<file path="src/rtl/stack_pkg.sv">
// -----------------------------------------------------------------------------
// stack_pkg
// Shared definitions for the word-over-byte stack controller:
//   - FSM state encoding (plain localparams so older tools can read them)
//   - operation direction constants (OP_PUSH / OP_POP)
//   - byte-order constants: the high byte is pushed first, so the low byte
//     sits on top and is the first byte popped back.
//   - word_byte(): selects one byte of a 16-bit word by byte index.
// -----------------------------------------------------------------------------
package stack_pkg;

    localparam logic [2:0] ST_IDLE    = 3'd0;
    localparam logic [2:0] ST_PUSH_HI = 3'd1;
    localparam logic [2:0] ST_PUSH_LO = 3'd2;
    localparam logic [2:0] ST_POP_LO  = 3'd3;
    localparam logic [2:0] ST_POP_HI  = 3'd4;
    localparam logic [2:0] ST_POP_CAP = 3'd5;
    localparam logic [2:0] ST_DONE    = 3'd6;

    localparam logic OP_PUSH = 1'b0;
    localparam logic OP_POP  = 1'b1;

    localparam logic BYTE_LO = 1'b0;
    localparam logic BYTE_HI = 1'b1;

    // Push order puts the high byte deeper in the stack; pop therefore
    // returns the low byte first.
    localparam logic PUSH_FIRST_BYTE = BYTE_HI;
    localparam logic POP_FIRST_BYTE  = BYTE_LO;

    function automatic logic [7:0] word_byte(input logic [15:0] w, input logic sel);
        return (sel == BYTE_HI) ? w[15:8] : w[7:0];
    endfunction

endpackage

</file>
<file path="src/rtl/stack_guard.sv">
// -----------------------------------------------------------------------------
// stack_guard
// Combinational stack-pointer bounds check for one word (two bytes).
//   sp_i  : current byte stack pointer
//   pop_i : requested direction (OP_POP / OP_PUSH)
//   ok_o  : 1 when the word operation fits inside [SP_LIMIT_LO, SP_LIMIT_HI]
// A push needs sp >= SP_LIMIT_LO + 2, a pop needs sp <= SP_LIMIT_HI - 2.
// Both compares are done in 17 bits so limits near 0 or 16'hFFFF never wrap.
// -----------------------------------------------------------------------------
module stack_guard
    import stack_pkg::*;
#(
    parameter logic [15:0] SP_LIMIT_LO = 16'h0000,
    parameter logic [15:0] SP_LIMIT_HI = 16'hFFFF
) (
    input  logic [15:0] sp_i,
    input  logic        pop_i,
    output logic        ok_o
);

    logic [16:0] sp_ext;

    assign sp_ext = {1'b0, sp_i};

    always_comb begin
        if (pop_i == OP_POP) begin
            // sp + 2 <= HI is the wrap-free form of sp <= HI - 2
            ok_o = (sp_ext + 17'd2) <= {1'b0, SP_LIMIT_HI};
        end else begin
            ok_o = sp_ext >= ({1'b0, SP_LIMIT_LO} + 17'd2);
        end
    end

endmodule

</file>
<file path="src/rtl/stack_word_ctrl.sv">
// -----------------------------------------------------------------------------
// stack_word_ctrl
// Moves 16-bit words onto / off a byte-wide stack, two byte strobes per word.
//
// Optional feature macro: STACK_GUARD_EN
//   defined   : stk_sp is checked on accept; an out-of-range request goes
//               straight to DONE with no strobes and op_err set with op_ack.
//   undefined : no check, op_err is tied 0, SP_LIMIT_LO/HI are unused.
//
// Ports
//   clk, reset                      clock (rising edge), async active-high reset
//   op_req, op_pop, op_wdata        word request; sampled/latched in IDLE only
//   op_ack, op_err, op_rdata        completion pulse, guard error, popped word
//   busy                            high in every non-IDLE state
//   stk_enable/decrement/increment  byte strobes (decrement = push, increment = pop)
//   stk_wdata                       byte to push (holds outside push states)
//   stk_rdata, stk_sp               registered pop byte, current byte pointer
//   dbg_state                       current FSM state (stack_pkg encoding)
//
// Handshake: a request is taken on the rising edge where state is IDLE and
// op_req is 1; op_ack is a single-cycle pulse in DONE, and DONE always returns
// to IDLE, so op_req held high is re-accepted the cycle after DONE.
// -----------------------------------------------------------------------------
module stack_word_ctrl
    import stack_pkg::*;
#(
    parameter logic [15:0] SP_LIMIT_LO = 16'h0000,
    parameter logic [15:0] SP_LIMIT_HI = 16'hFFFF
) (
    input  logic        clk,
    input  logic        reset,
    input  logic        op_req,
    input  logic        op_pop,
    input  logic [15:0] op_wdata,
    output logic        op_ack,
    output logic [15:0] op_rdata,
    output logic        op_err,
    output logic        busy,
    output logic        stk_enable,
    output logic        stk_decrement,
    output logic        stk_increment,
    output logic [7:0]  stk_wdata,
    input  logic [7:0]  stk_rdata,
    input  logic [15:0] stk_sp,
    output logic [2:0]  dbg_state
);

    logic [2:0]  state_q, state_d;
    logic [15:0] wdata_q, wdata_d;
    logic [7:0]  stk_wdata_q, stk_wdata_d;
    logic [7:0]  first_q, first_d;
    logic [15:0] op_rdata_q, op_rdata_d;
    logic        guard_fail;

`ifdef STACK_GUARD_EN
    logic guard_ok;
    logic err_q, err_d;

    stack_guard #(
        .SP_LIMIT_LO (SP_LIMIT_LO),
        .SP_LIMIT_HI (SP_LIMIT_HI)
    ) u_guard (
        .sp_i  (stk_sp),
        .pop_i (op_pop),
        .ok_o  (guard_ok)
    );

    assign guard_fail = ~guard_ok;
    assign op_err     = err_q & (state_q == ST_DONE);

    always_ff @(posedge clk or posedge reset) begin
        if (reset) begin
            err_q <= 1'b0;
        end else begin
            err_q <= err_d;
        end
    end

    always_comb begin
        err_d = err_q;
        if (state_q == ST_IDLE && op_req) begin
            err_d = guard_fail;
        end
    end
`else
    localparam logic [15:0] UNUSED_LIMITS = SP_LIMIT_LO ^ SP_LIMIT_HI;
    logic unused_sp;

    assign unused_sp  = ^{stk_sp, UNUSED_LIMITS};
    assign guard_fail = 1'b0;
    assign op_err     = 1'b0;
`endif

    always_comb begin
        state_d     = state_q;
        wdata_d     = wdata_q;
        stk_wdata_d = stk_wdata_q;
        first_d     = first_q;
        op_rdata_d  = op_rdata_q;
        case (state_q)
            ST_IDLE: begin
                if (op_req) begin
                    wdata_d = op_wdata;
                    if (guard_fail) begin
                        state_d = ST_DONE;
                    end else if (op_pop == OP_POP) begin
                        state_d = ST_POP_LO;
                    end else begin
                        state_d     = ST_PUSH_HI;
                        // Loaded at accept so the byte is on the bus during PUSH_HI.
                        stk_wdata_d = word_byte(op_wdata, PUSH_FIRST_BYTE);
                    end
                end
            end
            ST_PUSH_HI: begin
                state_d     = ST_PUSH_LO;
                stk_wdata_d = word_byte(wdata_q, ~PUSH_FIRST_BYTE);
            end
            ST_PUSH_LO: state_d = ST_DONE;
            ST_POP_LO:  state_d = ST_POP_HI;
            ST_POP_HI: begin
                // First popped byte is staged here so op_rdata only changes
                // once the whole word is in hand.
                state_d = ST_POP_CAP;
                first_d = stk_rdata;
            end
            ST_POP_CAP: begin
                state_d = ST_DONE;
                if (POP_FIRST_BYTE == BYTE_LO) begin
                    op_rdata_d = {stk_rdata, first_q};
                end else begin
                    op_rdata_d = {first_q, stk_rdata};
                end
            end
            ST_DONE: state_d = ST_IDLE;
            default: state_d = ST_IDLE;
        endcase
    end

    always_ff @(posedge clk or posedge reset) begin
        if (reset) begin
            state_q     <= ST_IDLE;
            wdata_q     <= 16'h0000;
            stk_wdata_q <= 8'h00;
            first_q     <= 8'h00;
            op_rdata_q  <= 16'h0000;
        end else begin
            state_q     <= state_d;
            wdata_q     <= wdata_d;
            stk_wdata_q <= stk_wdata_d;
            first_q     <= first_d;
            op_rdata_q  <= op_rdata_d;
        end
    end

    // Strobes decode straight from state so reset removes them immediately.
    assign stk_decrement = (state_q == ST_PUSH_HI) || (state_q == ST_PUSH_LO);
    assign stk_increment = (state_q == ST_POP_LO)  || (state_q == ST_POP_HI);
    assign stk_enable    = stk_decrement | stk_increment;
    assign stk_wdata     = stk_wdata_q;
    assign op_ack        = (state_q == ST_DONE);
    assign busy          = (state_q != ST_IDLE);
    assign op_rdata      = op_rdata_q;
    assign dbg_state     = state_q;

endmodule

</file>
<file path="config.mk">
export PLATFORM = sky130hd
export DESIGN_NAME = stack_word_ctrl
export DESIGN_NICKNAME = d
export VERILOG_FILES = /design/src/rtl/stack_pkg.sv /design/src/rtl/stack_guard.sv /design/src/rtl/stack_word_ctrl.sv
export SDC_FILE = /design/constraint.sdc
export NUM_CORES = 1
export LEC_CHECK = 0
export CAP_MARGIN = 40
export CORE_ASPECT_RATIO = 0.9
export CORE_UTILIZATION = 35
export DETAILED_ROUTE_END_ITERATION = 10
export PLACE_DENSITY = 0.65
export SLEW_MARGIN = 20
export SYNTH_ARGS = -nofsm -noshare
export SYNTH_HDL_FRONTEND = slang
export SYNTH_HIERARCHICAL = 1
export SYNTH_SLANG_ARGS = --single-unit
</file>
<file path="constraint.sdc">
create_clock -name clk -period 4.4 [get_ports clk]
set_input_delay 0.44 -clock clk [delete_from_list [all_inputs] [get_ports clk]]
set_output_delay 0.44 -clock clk [all_outputs]
set_load 0.02 [all_outputs]
</file>
==> results of run 1 <==
-- cells by family after synthesis --
| kind of cell | synth area share, % |
|---|---|
| mux | 29.1 |
| flops | 58.0 |
| xor+xnor | 0.472 |
| simple gates | 5.80 |
| compound gates | 2.16 |
| buf+inv | 3.57 |
| other cells | 0.202 |
| fa+ha+maj | 0.674 |
-- power by group --
part	internal (mW)	switching (mW)	total, mW	leakage, nW
registers	0.599	0.150	0.749	0.510
logic	0.569	0.424	0.993	0.508
clock network	0.227	0.129	0.356	0.0654
total	1.39	0.703	2.10	1.08
-- critical path: stages, from the launching register on --
cell	delay [ns]
dfrtp_1	0.66
nor3b_4	0.57
o21bai_1	0.20
or2_2	0.13
clkdlybuf4s50_1	0.59
-- worst paths after layout --
kind / end / slack, ns / cells after the start
setup / recovery: stk_enable / 1.53 / 4
hold / removal: wdata_q[2]$_DFFE_PP0P_ / 0.51 / 1
setup reg to reg: op_rdata[6]$_DFFE_PP0N_ / 2.49 / 2
hold reg to reg: wdata_q[2]$_DFFE_PP0P_ / 0.51 / 1
max in group asynchronous: wdata_q[2]$_DFFE_PP0P_ / 3.44 / 3
min in group asynchronous: first_q[6]$_DFFE_PP0N_ / 0.59 / 3
-- layer usage --
layer	global-route usage (%)	part of all wire (%)	vias up
met1	17.9	41	594
met2	25.7	53	34
met3	3.61	3.8	8
met4	6.38	1.9	0
li1	-	-	545
met5	0	0	-
-- sequential cells by signal, summed over array words and instances (netlist names) --
signal     cells
dbg_state      3
first_q        8
op_rdata      16
wdata_q        8
stk_wdata      8
-- layout make-up --
cell class              count  area (um^2)
clock buffers               6         72.6
flip-flops and latches     43         1080
well taps                  65         81.3
inverters                   2         7.51
clock inverters             2         60.1
multi-input cells          70          713
fillers                   441         2380
repair buffers             60          598
-- stage by stage --
step	hold WS, ns	util (%)	cells	total power, mW	setup slack (ns)
floorplan	0.475	-	122	1.36	2.42
global placement	0.483	49.7	240	1.72	1.79
detailed placement	0.493	49.7	240	1.77	1.80
CTS	0.512	52.3	248	2.13	1.48
global route	0.532	52.3	248	2.22	1.35
finish	0.508	52.3	248	2.10	1.53
-- cell usage after synthesis (2+ instances only) --
master    n  area (um^2)
a21oi_1   2         10.0
buf_2     2         10.0
buf_4     2         15.0
buf_6     3         33.8
dfrtp_1  43         1080
inv_1     2         7.51
mux2_2   48          541
nor2_1    4         15.0
o21a_1    3         22.5
==> impl_results.md, run 1 <==
* Via count of the first global-routing pass at 1,315
* Cell count after synthesis at 122
* Clock Skews at 0.00587 ns
* Area growth from synthesis to layout at 40.6%
* Part of the cycle the worst path needs at 65.2%
* Routability cong. at 0.750
* Via count of the routed design at 1,181
* Min Tclk post-route at 2.87 ns
* Mean instance size in the synthesized netlist at 15.2 um^2
* Die width at 78.8 um
* I/O Pins at 77
* Leading cell types in the layout, fill and taps excluded: clkdlybuf4s50_1, mux2_2, dfrtp_1
* Count of instances resized after the clock tree is built at 0
* Number of enable flip-flop cells after synthesis at 0
* Diodes inserted at 0
* Result of the run: completed
* Clock H-tree levels at 2
* Slew Limit Fails at 0
* Average detailed-routed wire length per instance at 15.0 um
* Number of warnings printed during yosys synthesis at 6
* NumNets Final at 227
* Cell Area, Placed at 2480 um^2
* Final setup violation count at 0
* Reg2reg start: dbg_state[0]$_DFFE_PP0P_
* Setup_tns at 0 ns
* Register clock-pin slew on the reported worst setup and hold paths at 0.08 ns
* Maximum number of pins on one net before global-route repair at 44
* Worst endpoint required time at 3.96 ns
* Headroom to the max-slew limit at 50.2%
* Root Buffer: clkbuf_8
* Row count at 24
* Post-route antenna net violation count at 0
* Clock network latency to the later pin of the worst-skew pair at 0.29 ns
* Full die area at 5600 um^2
* Commonest non-fill, non-tap cell in the layout: clkdlybuf4s50_1
* Peak fanout along the critical path at 19
* Worst Max-Slew Pin Slew at 0.746 ns
* VDD IR max at 0.000424 V
* Number of maximum-capacitance violations at 0
* Ratio of total power to cell area at 804 nW/um^2
* Initial antenna violation count at 0
* Congestion Overflow GR at 0
* Hold Buf Count CTS at 0
* Drt total wl at 3.71 mm
* Router iterations before antenna repair at 4
* WS Path Type: reg -> out
* Leakage power summed over all cells at 1.08 nW
* Fraction of layout cells with a size suffix above 1 at 33.3%
* Fmax achieved at 0.349 GHz
* Combined global-route utilization of all metal layers at 15.0%
* Die Ht at 71.1 um
* Primary flip-flop cell chosen by synthesis mapping: dfrtp_1
* RSZ-0062 raised after global routing: no
* Clock tree from TritonCTS: done
* Critical path startpoint category: flip-flop
* Drt initial violations at 45
* Arrival time at the worst endpoint at 2.43 ns
* Number of input and output port buffers inserted at 59
* Start point of the critical path: dbg_state[0]$_DFFE_PP0P_
* Half-perimeter wire length after detailed placement at 2.74 mm
* Beginning of the worst hold path: wdata_q[2]$_DFFE_PP0P_
* Synth cell types at 22
* Post-Synthesis Net Count at 167
* Core region area at 4980 um^2
* Initial cell density of the core at 37.2%
* DRC violation count after routing at 0
* CTS Buf Count at 5
* Setup Fix Bufs, Post-CTS at 0
* Total of flip-flops plus latches after synthesis at 43
* Combined area of all synthesized cells at 1860 um^2
* CP Capture Type: primary output
* Sequential cell area fraction in the yosys report at 58.0%
* CTS sink cnt at 43
* Final instance area at 2610 um^2
* Share of synthesized flip-flops with an asynchronous set or reset at 100%
* Endpoints failing hold at 0
* Via density per instance at 4.76
* Min-delay worst type: reg -> reg
* First-pass GRT wire length at 6.33 mm
* Number of buffers between clock root and the deepest sink at 2
No activity file was read; power rests on OpenSTA's default activity.
==> inputs of run 2 (changes only) <==
Clock period 4.4 ns to 2.95 ns, I/O delays scaled along.
==> impl_results.md, run 2 (synthesis results as in run 1) <==
* Headroom to the max-slew limit at 53.9% (+3.7 points)
* Final setup violation count at 0 (unchanged)
* Congestion Overflow GR at 0 (unchanged)
* Full die area at 5600 um^2 (unchanged)
* First-pass GRT wire length at 6.13 mm (-3.2%)
* Core region area at 4980 um^2 (unchanged)
* Setup Fix Bufs, Post-CTS at 0 (unchanged)
* Initial antenna violation count at 0 (unchanged)
* Worst path setup slack after routing at 0.631 ns (-0.901 ns)
* Number of buffers between clock root and the deepest sink at 2 (unchanged)
* Arrival time at the worst endpoint at 2.02 ns (-0.41 ns)
* NumNets Final at 229 (+0.88%)
* Drt initial violations at 48 (+6.7%)
* Maximum number of pins on one net before global-route repair at 25 (-43%)
* Area of the multi-input gates at 713 um^2 (unchanged)
* Number of input and output port buffers inserted at 59 (unchanged)
* Combinational share of power at 51.7% (+4.4 points)
* Die Ht at 71.1 um (unchanged)
* Endpoints failing hold at 0 (unchanged)
* Number of filler instances in the final layout at 445 (+0.91%)
* Hold Buf Count CTS at 0 (unchanged)
* Sw Share at 35.3% (+1.8 points)
* CP Capture Type: primary output
* CTS Buf Count at 5 (unchanged)
* Clock tree from TritonCTS: done
* Part of the cycle the worst path needs at 78.6%
* Setup_tns at 0 ns (unchanged)
* Critical path startpoint category: flip-flop
* Root Buffer: clkbuf_8
* Clock Skews at 0.00720 ns (+0.00133 ns)
* Min-delay worst type: in -> async
* Worst reg2reg endpoint: wdata_q[4]$_DFFE_PP0P_
* Leakage power summed over all cells at 1.07 nW (-1.2%)
* Net switching power at 1.05 mW (+50%)
* Clock network latency to the later pin of the worst-skew pair at 0.29 ns (about the same)
* Cell count of the worst reg-to-reg path at 4 (+2)
* Via density per instance at 4.74 (-0.46%)
* Routed metal-1 wire length at 1.54 mm (+0.65%)
* Start point of the critical path: dbg_state[2]$_DFFE_PP0P_
* Fraction of layout cells with a size suffix above 1 at 34.6% (+1.3 points)
* Router iterations before antenna repair at 2 (-2)
* Clock share of power at 12.1% (-4.9 points)
* Routability cong. at 0.734 (-2.1%)
* Leading cell types in the layout, fill and taps excluded: clkdlybuf4s50_1, mux2_2, dfrtp_1
* Average detailed-routed wire length per instance at 14.7 um (-1.7%)
* Commonest non-fill, non-tap cell in the layout: clkdlybuf4s50_1
* Min Tclk post-route at 2.32 ns
* Worst endpoint required time at 2.65 ns (-1.31 ns)
* Clock H-tree levels at 2 (unchanged)
* RSZ-0062 raised after global routing: no
* Result of the run: completed
* Diodes inserted at 0 (unchanged)
* Fmax achieved at 0.431 GHz
* Via count of the first global-routing pass at 1,247 (-5.2%)
* Die width at 78.8 um (unchanged)
* Combined global-route utilization of all metal layers at 14.8% (-0.21 points)
* Register clock-pin slew on the reported worst setup and hold paths at 0.08 ns (about the same)
* Via count of the routed design at 1,185 (+0.34%)
* Met3 Routed Length at 118 um (-16%)
* Area growth from synthesis to layout at 39.4%
* Setup slack, reg-to-reg at 1.30 ns (-1.19 ns)
* Highest metal used: met4
* Setup WS pre-CTS at 0.673 ns (-1.13 ns)
* Sequential group share of total power at 36.2% (+0.5 points)
* I/O Pins at 77 (unchanged)
* Storage cell area at 1080 um^2 (unchanged)
* Drt total wl at 3.68 mm (-0.92%)
* Worst setup endpoint: stk_enable
* Number of maximum-capacitance violations at 0 (unchanged)
* Number of flip-flops in the largest register at 16 (unchanged)
* VDD IR max at 0.000525 V (+24%)
* Row count at 24 (unchanged)
* Initial cell density of the core at 37.2% (unchanged)
* Post-route antenna net violation count at 0 (unchanged)
* Cell-internal power at 1.93 mW (+38%)
* Worst Max-Slew Pin Slew at 0.687 ns (-0.0596 ns)
* Routed met2 length at 1.93 mm (-1.8%)
* DRC violation count after routing at 0 (unchanged)
* Half-perimeter wire length after detailed placement at 2.78 mm (+1.4%)
* Reg2reg start: dbg_state[0]$_DFFE_PP0P_
* Slew Limit Fails at 0 (unchanged)
* Peak fanout along the critical path at 11 (-8)
* CTS sink cnt at 43 (unchanged)
* WS Path Type: reg -> out
* Ratio of total power to cell area at 1150 nW/um^2 (+43%)
* Count of instances resized after the clock tree is built at 0 (unchanged)
## run 2: cell count changes in the layout (fill, tap and decap cells not counted)
cell / change
buf_4: +1
buf_8: +1
bufinv_16: -2
clkbuf_1: -1
clkinv_2: +1
clkinvlp_4: +2
## run 2: area by class of cell
class	count	area share (%)
clock inverters	3	0.774
repair buffers	62	24.0
inverters	2	0.290
clock buffers	5	2.66
multi-input cells	70	27.6
well taps	65	3.14
flip-flops and latches	43	41.6
## run 2: critical path, cell delays in order, from the launching register on
cell             delay [ns]
dfrtp_1                0.51
nor3b_4                0.21
o21bai_1               0.18
or2_2                  0.30
clkdlybuf4s50_1        0.53
## run 2: worst min-delay path by stage
stage / to / slack (ns) / cells after the start
floorplan: dbg_state[2]$_DFFE_PP0P_ / 0.43 / 1
global placement: op_rdata[5]$_DFFE_PP0N_ / 0.48 / 1
detailed placement: op_rdata[0]$_DFFE_PP0N_ / 0.49 / 1
CTS: dbg_state[2]$_DFFE_PP0P_ / 0.33 / 2
global route: dbg_state[2]$_DFFE_PP0P_ / 0.37 / 2
finish: stk_wdata[3]$_DFFE_PP0P_ / 0.33 / 2
## run 2: power groups by stage
stage | Clock, mW | Sequential [mW] | Combinational [mW]
floorplan | 0 | 1.26 | 0.760
global placement | 0 | 1.10 | 1.47
detailed placement | 0 | 1.13 | 1.51
CTS | 0.380 | 1.12 | 1.51
global route | 0.409 | 1.13 | 1.64
finish | 0.362 | 1.08 | 1.54
## run 2: through the flow
| step | total power, mW | instances | instance area, um^2 | hold WS [ns] | utilization, % |
|---|---|---|---|---|---|
| after floorplan | 2.02 | 122 | 1860 | 0.426 | - |
| after global placement | 2.57 | 241 | 2480 | 0.483 | 49.8 |
| after detailed placement | 2.64 | 241 | 2480 | 0.490 | 49.8 |
| after CTS | 3.01 | 249 | 2570 | 0.335 | 51.6 |
| after global routing | 3.18 | 250 | 2590 | 0.372 | 51.9 |
| final | 2.98 | 250 | 2590 | 0.325 | 51.9 |
## run 2: layer usage
layer / vias to the layer above / track usage [%]
met5: - / 0
met4: 0 / 7.41
met3: 8 / 3.61
met2: 31 / 24.7
met1: 597 / 17.7
li1: 549 / -
==> inputs of run 3 (changes only) <==
Clock period 2.95 ns to 2.2 ns, I/O delays scaled along.
==> impl_results.md, run 3 (synthesis results as in run 1) <==
* Leakage power summed over all cells at 1.12 nW (+4.9%)
* Reg2reg start: dbg_state[2]$_DFFE_PP0P_
* Die Ht at 71.1 um (unchanged)
* Ratio of total power to cell area at 1590 nW/um^2 (+38%)
* Result of the run: completed
* Hold Buf Count CTS at 0 (unchanged)
* Number of buffers between clock root and the deepest sink at 2 (unchanged)
* Part of the cycle the worst path needs at 89.8%
* Start point of the critical path: dbg_state[0]$_DFFE_PP0P_
* Final instance area at 2670 um^2 (+3.0%)
* Slew Limit Fails at 0 (unchanged)
* Via count of the routed design at 1,171 (-1.2%)
* Endpoints failing hold at 0 (unchanged)
* Drt initial violations at 52 (+8.3%)
* Critical path startpoint category: flip-flop
* Clock H-tree levels at 2 (unchanged)
* Router iterations before antenna repair at 2 (unchanged)
* Via count of the first global-routing pass at 1,312 (+5.2%)
* Maximum number of pins on one net before global-route repair at 25 (unchanged)
* Routability cong. at 0.700 (-4.7%)
* DRC violation count after routing at 0 (unchanged)
* Pwr Total at 4.23 mW (+42%)
* Clock network latency to the later pin of the worst-skew pair at 0.29 ns (about the same)
* Initial antenna violation count at 0 (unchanged)
* Number of maximum-capacitance violations at 0 (unchanged)
* Family of cells with the greatest summed delay on the critical path: buffers and inverters
* Crit path max-delay cell type: clkdlybuf4s50_1
* Die width at 78.8 um (unchanged)
* NumNets Final at 231 (+0.87%)
* CTS sink cnt at 43 (unchanged)
* Final Instance Count excl. Fillers at 252 (+0.80%)
* Highest cell delay on the worst timing path at 0.62 ns (+0.09 ns)
* I/O Pins at 77 (unchanged)
* Initial cell density of the core at 37.2% (unchanged)
* Commonest non-fill, non-tap cell in the layout: clkdlybuf4s50_1
* Fraction of layout cells with a size suffix above 1 at 35.8% (+1.2 points)
* Depth of the critical timing path with buffers and inverters included at 3 (-1)
* Drt total wl at 3.69 mm (+0.33%)
* Worst setup endpoint: stk_increment
* Clock tree from TritonCTS: done
* Register clock-pin slew on the reported worst setup and hold paths at 0.08 ns (about the same)
* Area growth from synthesis to layout at 43.7%
* Number of filler instances in the final layout at 444 (-0.22%)
* Final setup violation count at 0 (unchanged)
* VDD IR max at 0.000741 V (+41%)
* WS Path Type: reg -> out
* CTS Buf Count at 5 (unchanged)
* Via density per instance at 4.65 (-2.0%)
* Cell Area, Placed at 2510 um^2 (+1.1%)
* Smallest hold slack at 0.0752 ns (-0.250 ns)
* Congestion Overflow GR at 0 (unchanged)
* Fmax achieved at 0.506 GHz
* Number of input and output port buffers inserted at 59 (unchanged)
* Core region area at 4980 um^2 (unchanged)
* Diodes inserted at 0 (unchanged)
* Cell count of the worst reg-to-reg path at 4 (unchanged)
* Worst reg2reg endpoint: wdata_q[0]$_DFFE_PP0P_
* Half-perimeter wire length after detailed placement at 2.82 mm (+1.4%)
* Min-delay worst type: in -> async
* Clock Skews at 0.00511 ns (-0.00209 ns)
* Setup_tns at 0 ns (unchanged)
* Arrival time at the worst endpoint at 1.76 ns (-0.26 ns)
* CP cell instances: nor3b_4, o21bai_1, clkdlybuf4s50_1
* CP Capture Type: primary output
* Area of the multi-input gates at 713 um^2 (unchanged)
* Post-route antenna net violation count at 0 (unchanged)
* Root Buffer: clkbuf_8
* Min Tclk post-route at 1.98 ns
* Setup Fix Bufs, Post-CTS at 0 (unchanged)
* Peak fanout along the critical path at 8 (-3)
* Average detailed-routed wire length per instance at 14.7 um (-0.47%)
* Full die area at 5600 um^2 (unchanged)
* First-pass GRT wire length at 6.19 mm (+0.90%)
* Setup slack, reg-to-reg at 0.50 ns (-0.80 ns)
* Count of placed standard cells including taps at 243 (+0.83%)
* Row count at 24 (unchanged)
* Number of flip-flops in the largest register at 16 (unchanged)
* Buffering stage count on the worst path with inverters included at 1 (unchanged)
* RSZ-0062 raised after global routing: no
* Worst endpoint required time at 1.98 ns (-0.67 ns)
* Leading cell types in the layout, fill and taps excluded: clkdlybuf4s50_1, mux2_2, dfrtp_1
* Combined global-route utilization of all metal layers at 14.9% (+0.11 points)
* Storage cell area at 1080 um^2 (+0.23%)
-- run 3: cell types whose count changed in the layout (fill, tap and decap cells not counted), sizes merged --
cell | previous run | this run
buf | 3 | 5
bufinv | 0 | 2
clkbuf | 5 | 6
clkdlybuf4s50 | 59 | 57
clkinv | 2 | 1
clkinvlp | 2 | 0
dlymetal6s2s | 0 | 2
-- run 3: metrics by stage --
stage	worst slack (ns)	utilization (%)
final	0.225	53.5
after global routing	0.142	53.5
after CTS	0.00883	53.0
after detailed placement	0.339	50.4
after global placement	0.362	50.4
after floorplan	0.444	-
-- run 3: worst min path at each step --
stage	slack, ns	end	cells after the start	startpoint
floorplan	0.35	dbg_state[2]$_DFFE_PP0P_	1	op_req
global placement	0.48	op_rdata[5]$_DFFE_PP0N_	1	first_q[5]$_DFFE_PP0N_
detailed placement	0.49	op_rdata[7]$_DFFE_PP0N_	1	first_q[7]$_DFFE_PP0N_
CTS	0.28	dbg_state[2]$_DFFE_PP0P_	2	reset
global route	0.07	stk_wdata[1]$_DFFE_PP0P_	2	reset
finish	0.08	stk_wdata[1]$_DFFE_PP0P_	2	reset
-- run 3: area by class of cell --
cell class                      count  share of cell area, %
Clock inverter                      2                   2.25
Tap cell                           65                   3.05
Sequential cell                    43                   40.5
Inverter                            2                  0.282
Clock buffer                        6                   2.72
Timing Repair Buffer               64                   24.5
Multi-Input combinational cell     70                   26.7
-- run 3: power by group --
group          leakage (nW)  internal [mW]  total, mW  switching (mW)
registers             0.508           1.20       1.45           0.249
clock network        0.0654          0.454      0.713           0.259
logic                 0.550           1.17       2.07           0.901
total                  1.12           2.82       4.23            1.41
-- run 3: timing repair --
item                       4_1_cts  5_1_grt
resized for setup                0        4
hold endpoints to repair         0        0
setup endpoints to repair        0        2
-- run 3: routing by layer --
layer | global-route usage [%] | wire length, um | vias up
li1 | - | - | 553
met1 | 16.7 | 1520 | 583
met3 | 2.84 | 131 | 7
met2 | 26.1 | 1950 | 28
met4 | 9.05 | 90 | 0
met5 | 0 | 0 | -
